--- config.mk ---
export PLATFORM = sky130hd
export DESIGN_NAME = lmem_arbiter
export DESIGN_NICKNAME = d
export VERILOG_FILES = /design/src/rtl/lmem_pkg.sv /design/src/rtl/rd_tag_pipe.sv /design/src/rtl/lmem_arbiter.sv
export SDC_FILE = /design/constraint.sdc
export NUM_CORES = 1
export LEC_CHECK = 0
export ABC_CLOCK_PERIOD_IN_PS = 7900
export CAP_MARGIN = 0
export CORE_UTILIZATION = 46
export DETAILED_ROUTE_END_ITERATION = 10
export HOLD_SLACK_MARGIN = 0.03
export PLACE_DENSITY = 0.95
export SYNTH_ARGS = -nofsm -noshare
export SYNTH_HDL_FRONTEND = slang
export SYNTH_HIERARCHICAL = 1
export SYNTH_SLANG_ARGS = --single-unit
--- constraint.sdc ---
create_clock -name clk -period 7.9 [get_ports clk]
set_input_delay 1.58 -clock clk [delete_from_list [all_inputs] [get_ports clk]]
set_output_delay 1.58 -clock clk [all_outputs]
set_load 0.05 [all_outputs]
--- src/rtl/lmem_pkg.sv ---
// lmem_pkg: shared types and default widths for the layer-memory arbiter.
//   lmem_state_e : arbiter ownership state (IDLE / LOCK0 / LOCK1)
//   rid_t        : requester id (0 = conv engine, 1 = host/debug)
package lmem_pkg;

  localparam int LMEM_AW = 12;
  localparam int LMEM_DW = 20;
  localparam int LMEM_SW = 3;

  typedef enum logic [1:0] {
    IDLE  = 2'd0,
    LOCK0 = 2'd1,
    LOCK1 = 2'd2
  } lmem_state_e;

  typedef logic rid_t;

endpackage

--- src/rtl/rd_tag_pipe.sv ---
// rd_tag_pipe: RD_LAT-deep shift register of {valid, id} tags for reads in flight.
//   push/push_id : tag entered on the edge that issues crd
//   pop/pop_id   : tag whose memory data is on cdata_rd now (sample this edge)
module rd_tag_pipe
  import lmem_pkg::*;
#(
  parameter int RD_LAT = 1
) (
  input  logic clk,
  input  logic reset,
  input  logic push,
  input  rid_t push_id,
  output logic pop,
  output rid_t pop_id
);

  logic [RD_LAT:1] vld_pipe;
  logic [RD_LAT:1] id_pipe;

  // Reset flushes every in-flight tag so no rvalid can appear after reset.
  always_ff @(posedge clk or posedge reset) begin
    if (reset) begin
      vld_pipe <= '0;
      id_pipe  <= '0;
    end else begin
      vld_pipe[1] <= push;
      id_pipe[1]  <= push_id;
      for (int i = 2; i <= RD_LAT; i++) begin
        vld_pipe[i] <= vld_pipe[i-1];
        id_pipe[i]  <= id_pipe[i-1];
      end
    end
  end

  assign pop    = vld_pipe[RD_LAT];
  assign pop_id = id_pipe[RD_LAT];

endmodule

--- src/rtl/lmem_arbiter.sv ---
// lmem_arbiter: shares the single layer-memory bus between the conv engine
// (r0) and the host read-back/debug port (r1). One accept per cycle,
// round-robin on ties, optional bus lock for multi-access sequences, read
// data routed back to the issuer after RD_LAT cycles.
//   rN_req/we/sel/addr/wdata/lock : request fields, held stable until gnt
//   rN_gnt                        : combinational accept
//   rN_rvalid/rN_rdata            : registered read return
//   cwr/crd/caddr_wr/caddr_rd/cdata_wr/csel : registered memory command
//   cdata_rd                      : memory read data
module lmem_arbiter
  import lmem_pkg::*;
#(
  parameter int AW     = LMEM_AW,
  parameter int DW     = LMEM_DW,
  parameter int SW     = LMEM_SW,
  parameter int RD_LAT = 1
) (
  input  logic          clk,
  input  logic          reset,
  input  logic          r0_req,
  input  logic          r0_we,
  input  logic [SW-1:0] r0_sel,
  input  logic [AW-1:0] r0_addr,
  input  logic [DW-1:0] r0_wdata,
  input  logic          r0_lock,
  output logic          r0_gnt,
  output logic          r0_rvalid,
  output logic [DW-1:0] r0_rdata,
  input  logic          r1_req,
  input  logic          r1_we,
  input  logic [SW-1:0] r1_sel,
  input  logic [AW-1:0] r1_addr,
  input  logic [DW-1:0] r1_wdata,
  input  logic          r1_lock,
  output logic          r1_gnt,
  output logic          r1_rvalid,
  output logic [DW-1:0] r1_rdata,
  output logic          cwr,
  output logic          crd,
  output logic [AW-1:0] caddr_wr,
  output logic [AW-1:0] caddr_rd,
  output logic [DW-1:0] cdata_wr,
  output logic [SW-1:0] csel,
  input  logic [DW-1:0] cdata_rd
);

  lmem_state_e   state;
  logic          rr;
  logic          acc;
  rid_t          aid;
  logic          a_we, a_lock;
  logic [SW-1:0] a_sel;
  logic [AW-1:0] a_addr;
  logic [DW-1:0] a_wdata;
  logic          pop;
  rid_t          pop_id;

  // Grants already include req, so gnt alone identifies the accepted port.
  always_comb begin
    r0_gnt = 1'b0;
    r1_gnt = 1'b0;
    case (state)
      LOCK0:   r0_gnt = r0_req;
      LOCK1:   r1_gnt = r1_req;
      default: begin
        r0_gnt = r0_req & (~r1_req | ~rr);
        r1_gnt = r1_req & (~r0_req |  rr);
      end
    endcase
  end

  assign acc     = r0_gnt | r1_gnt;
  assign aid     = r1_gnt;
  assign a_we    = aid ? r1_we    : r0_we;
  assign a_lock  = aid ? r1_lock  : r0_lock;
  assign a_sel   = aid ? r1_sel   : r0_sel;
  assign a_addr  = aid ? r1_addr  : r0_addr;
  assign a_wdata = aid ? r1_wdata : r0_wdata;

  // rr <= ~aid on every accept: inside LOCKn the winner is always n, so rr
  // already reads ~n and the unlocking accept leaves it pointing at the other.
  always_ff @(posedge clk or posedge reset) begin
    if (reset) begin
      state <= IDLE;
      rr    <= 1'b0;
    end else if (acc) begin
      rr    <= ~aid;
      state <= a_lock ? (aid ? LOCK1 : LOCK0) : IDLE;
    end
  end

  // Memory command registers; address/data/sel hold when idle.
  always_ff @(posedge clk or posedge reset) begin
    if (reset) begin
      cwr      <= 1'b0;
      crd      <= 1'b0;
      caddr_wr <= '0;
      caddr_rd <= '0;
      cdata_wr <= '0;
      csel     <= '0;
    end else begin
      cwr <= acc &  a_we;
      crd <= acc & ~a_we;
      if (acc) begin
        csel <= a_sel;
        if (a_we) begin
          caddr_wr <= a_addr;
          cdata_wr <= a_wdata;
        end else begin
          caddr_rd <= a_addr;
        end
      end
    end
  end

  rd_tag_pipe #(.RD_LAT(RD_LAT)) u_tag (
    .clk     (clk),
    .reset   (reset),
    .push    (acc & ~a_we),
    .push_id (aid),
    .pop     (pop),
    .pop_id  (pop_id)
  );

  always_ff @(posedge clk or posedge reset) begin
    if (reset) begin
      r0_rvalid <= 1'b0;
      r1_rvalid <= 1'b0;
      r0_rdata  <= '0;
      r1_rdata  <= '0;
    end else begin
      r0_rvalid <= pop & ~pop_id;
      r1_rvalid <= pop &  pop_id;
      if (pop & ~pop_id) r0_rdata <= cdata_rd;
      if (pop &  pop_id) r1_rdata <= cdata_rd;
    end
  end

endmodule
=== After elaboration in Yosys (flattened, before gate mapping) ===
Index checks and enable logic that the tools add are counted.

* Flip-flop bits (word level): 95
* Output and inout bits: 93

* Equal/unequal tests: 2
* Multiplexer cells: 9
* Bitwise logic cells: 15
* Reductions and logical operators: 2

{| class="wikitable"
|+ Operators with widths
! cell !! number
|-
| $mux 20 || 1
|-
| $mux 12 || 1
|-
| $and 1x1->1 || 6
|-
| $not 1->1 || 6
|-
| $mux 2 || 2
|-
| $pmux 1 s2 || 2
|-
| $reduce_and 2->1 || 2
|-
| $mux 3 || 1
|-
| $or 1x1->1 || 3
|-
| $eq 2x1->1 const B || 1
|-
| $eq 2x2->1 const B || 1
|-
| $mux 1 || 2
|}

=== Longest topological paths before layout ===
* Depth in word-level cells: 7
* Gate-level depth with buffers: 8
* Gate-level depth less buffers: 6

=== Hierarchy ===
The synthesis kept the hierarchy.

{| class="wikitable"
|+ By module, submodules not included
! module !! instances !! cells each !! area an instance (um2) !! sequential area each (um2)
|-
| lmem_arbiter || 1 || 398 || 4,396.7 || 2,352.3
|-
| rd_tag_pipe || 1 || 3 || 53.8 || 50.0
|}

=== Worst setup path after synthesis ===
OpenSTA, ideal clock, no wires.

* Kind: input to output
* From: in r1_req
* To: out r0_gnt
* Arrival time: 2.608 ns
* Data required time: 6.320 ns
* Path slack: 3.712 ns
* Cell stages on the path: 3
* Cell sequence: clkbuf_1 > and3_1 > nor2_1

* Word-level cells in the longest chain between the ends: 4

{| class="wikitable"
|+ RTL lines
! item !! RTL line !! text
|-
| start, declared || lmem_arbiter.sv:29 || <nowiki>input logic r1_req,</nowiki>
|-
| $not 1->1 || lmem_arbiter.sv:66 || <nowiki>r0_gnt = r0_req & (~r1_req | ~rr);</nowiki>
|-
| $or 1x1->1 || lmem_arbiter.sv:66 ||
|-
| $and 1x1->1 || lmem_arbiter.sv:66 ||
|-
| $pmux 1 s2 || lmem_arbiter.sv:62 || <nowiki>case (state)</nowiki>
|-
| end, declared || lmem_arbiter.sv:26 || <nowiki>output logic r0_gnt,</nowiki>
|}

Every way passes these cells.

=== Worst setup path after layout ===
* From: in r1_req
* To: out r1_gnt

* Word-level cells in the longest chain between the ends: 2

{| class="wikitable"
|+ RTL lines
! item !! RTL line !! text
|-
| $and 1x1->1 || lmem_arbiter.sv:67 || <nowiki>r1_gnt = r1_req & (~r0_req | rr);</nowiki>
|-
| $pmux 1 s2 * || lmem_arbiter.sv:62 ||
|-
| end, declared || lmem_arbiter.sv:35 || <nowiki>output logic r1_gnt,</nowiki>
|}

Every way passes the cells marked *; elsewhere a longest branch is shown, timed or not.

==> PnR_summary.wiki <==
{| class="wikitable"
! Metric !! Value
|-
| Hold-fix buffers, CTS || 0
|-
| Inserted Diodes || 0
|-
| Initial DRC Count || 269
|-
| Status || finished clean
|-
| Final slew viol count || 0
|-
| Insertion delay to the later sink of the worst-skew pair || 0.36 ns
|-
| Lkg Pwr || 2.56 nW
|-
| Max layer used || met4
|-
| Post-cts sizing count || 0
|-
| Max-slew headroom at the worst pin || 9.88%
|-
| Clock buffers created by TritonCTS || 9
|-
| Avg Cell Area, Syn || about 11 um^2
|-
| Sum of routed wire segments on met1 || around 5900 um
|-
| Clk slew on worst S/H paths || 0.09 ns
|-
| Post-Route Skew || 0.0160 ns
|-
| Std-Cell Core Area || slightly above 9000 um^2
|-
| Signed area change from the synthesized netlist to the final layout || 47.7%
|-
| Routed length on met2 || 6490 um
|-
| Area of the multi-input gates || between 1500 and 2000 um^2
|-
| Vertical die dimension || 100 um
|-
| DIE AREA || 10100 um^2
|-
| Area occupied by registers || 2400 um^2
|-
| Number of primary I/O pins || 191
|-
| Slew at the pin closest to its max-slew limit || about 1.3 ns
|-
| Total gr overflow || 0
|-
| Sequential share of the synthesized area || a little over half
|-
| All-Layer GR Usage || ~28%
|-
| Number of nets at the end of the flow || approximately 670
|-
| Commonest cells after routing, fill and taps aside || sky130_fd_sc_hd__clkdlybuf4s50_1 (189), sky130_fd_sc_hd__dfrtp_1 (96), sky130_fd_sc_hd__a211oi_1 (64), sky130_fd_sc_hd__mux2_2 (40), sky130_fd_sc_hd__nor3_1 (35)
|-
| Flops & latches, synth || 96
|-
| Reg2reg start || state[0]
|-
| Post-detailed-placement half-perimeter wirelength || 9440 um
|-
| Setup WS pre-CTS || 2.61 ns
|-
| Vias per inst || around 6
|-
| Post-route insts no fill || 701
|-
| Power per Cell Area || 509 nW/um^2
|-
| Number of placement rows || 35
|-
| Post-Place Cells || 685
|-
| Deepest level of the CTS H-tree || 3
|-
| Top fanout value on the critical path || 51
|-
| Routed WL per cell || about 20 um
|-
| Starting density of the core || 47.7%
|-
| Mapped cell area || roughly 4500 um^2
|-
| Commonest non-fill, non-tap cell in the layout || sky130_fd_sc_hd__clkdlybuf4s50_1
|-
| Most used DFF post-synth || sky130_fd_sc_hd__dfrtp_1
|-
| Critical path endpoint category || output port
|-
| Upper clock frequency limit || about 0.19 GHz
|-
| Antenna violations before repair || 0
|-
| Number of global-route vias before repair || 4221
|-
| Total negative slack for setup checks || 0 ns
|-
| Post-synthesis net count || 501
|-
| Quantity of I/O buffers inserted on ports || 190
|-
| Number of sinks on the clock net || 96
|-
| Critical path required time || between 6 and 7 ns
|-
| Clock root buffer master || sky130_fd_sc_hd__clkbuf_8
|-
| Crit start category || primary input
|-
| Total power || between 3 and 4 mW
|-
| Placer congestion estimate || 0.842
|-
| Proportion of layout cells with a drive suffix above 1 || 11.7%
|-
| Number of synthesis warnings || 6
|-
| Met3 routed WL || a little over 1000 um
|-
| Clock Path Buffers || 2
|-
| Async set-reset flop share out of synthesis || 100%
|-
| Post-CTS Setup Repair Bufs || 0
|-
| First-pass GRT wire length || 22000 um
|-
| Worst hold path startpoint || r1_rdata[7]
|-
| DRC violations left || 0
|-
| 1st-pass router iterations || 5
|-
| RSZ-0062 raised after global routing || no
|-
| Largest net degree at the start of global routing || 53
|-
| Clock period minus worst slack || ~5.4 ns
|-
| Die Wd || between 100 and 150 um
|-
| Arrival time worst endpoint || 3.78 ns
|-
| Crit Path Category || in2out
|-
| Number of maximum-capacitance constraint violations || 0
|-
| Count of flip-flops with a built-in enable after synthesis || 0
|-
| Number of unique standard cell types used by synthesis || 33
|-
| Hold slack final || 0.510 ns
|-
| Total via count in the routed design || 4192
|-
| Setup slack after layout || between 2 and 3 ns
|-
| Maximum vdd ir drop || 269 uV
|-
| Setup crit start || r1_req
|-
| Syn Inst Count || 401
|-
| Setup-failing EPs final || 0
|-
| TritonCTS clock tree || done
|-
| Final hold vios || 0
|-
| Residual antenna-violating net count after detailed routing || 0
|-
| Wire length after detailed routing || 13800 um
|-
| Number of fill cells in the layout || 670
|-
| Part of the cycle the worst path needs || 67.8%
|-
| Classification of the worst-slack hold path || reg2reg
|}
## stage by stage
step	utilization (%)	instance area, um^2
finish	70.4	6570
global route	70.4	6570
CTS	70.4	6570
detailed placement	68.5	6380
global placement	68.5	6380
floorplan	-	4450
## cell type report
type	instances	share of cell area (%)
timing repair buffer	196	29.6
clock inverter	7	0.952
sequential	96	36.6
clock buffer	9	1.88
inverter	19	1.12
multi-input combinational	245	27.5
tap	129	2.46
## per-layer routing
| layer | GRT usage (%) | vias up |
|---|---|---|
| met5 | 0 | - |
| met1 | 37.5 | 2013 |
| li1 | - | 1876 |
| met4 | 12.4 | 0 |
| met3 | 5.22 | 37 |
| met2 | 45.0 | 266 |
## cell usage after synthesis (all sizes together), types with 7 or more instances
library cell / count / area share (%)
a2111oi: 12 / 2.4
a211oi: 64 / 11
a21oi: 33 / 3.7
a311oi: 12 / 2.4
buf: 7 / 1.0
clkbuf: 34 / 2.9
dfrtp: 96 / 54
inv: 19 / 1.6
mux2: 41 / 10
nor3: 35 / 3.9
nor4: 12 / 1.7
o21ai: 7 / 0.79
## worst paths after layout
check	endpoint	slack (ns)	depth (start not counted)
min in group asynchronous	u_tag/pop_id	1.46	2
worst max register to register	cdata_wr[0]	5.08	6
worst min-delay path	r1_rdata[7]	0.51	1
worst min register to register	r1_rdata[7]	0.51	1
worst max-delay path	r1_gnt	2.54	5
max in group asynchronous	caddr_wr[6]	5.19	3
## power by group
part | leakage, nW | total, mW | internal [mW] | switching [mW]
logic | 1.36 | 2.15 | 0.724 | 1.42
registers | 1.10 | 0.889 | 0.740 | 0.149
clock network | 0.0976 | 0.306 | 0.121 | 0.185
## state kept, by name (all words and copies together) (netlist names), 2 cells and up
register  cells
cdata_wr     20
r0_rdata     20
r1_rdata     20
caddr_rd     12
caddr_wr     12
csel          3
state         2
## worst max-delay path, cell delays in order
cell and delay [ns]:
sky130_fd_sc_hd__buf_2 0.72, sky130_fd_sc_hd__o21ai_1 0.18, sky130_fd_sc_hd__nand2b_1 0.26, sky130_fd_sc_hd__inv_1 0.18
sky130_fd_sc_hd__clkdlybuf4s50_1 0.85
## logic make-up after synthesis
logic type,Yosys count,share of synthesized area [%]
flip-flops,96,54.0
buffers and inverters,60,5.48
adder cells (fa/ha/maj),2,0.562
AO/OA/AOI/OAI,139,21.9
AND/OR/NAND/NOR,63,7.65
multiplexers,41,10.5
No activity file was read; power rests on OpenSTA's default activity.
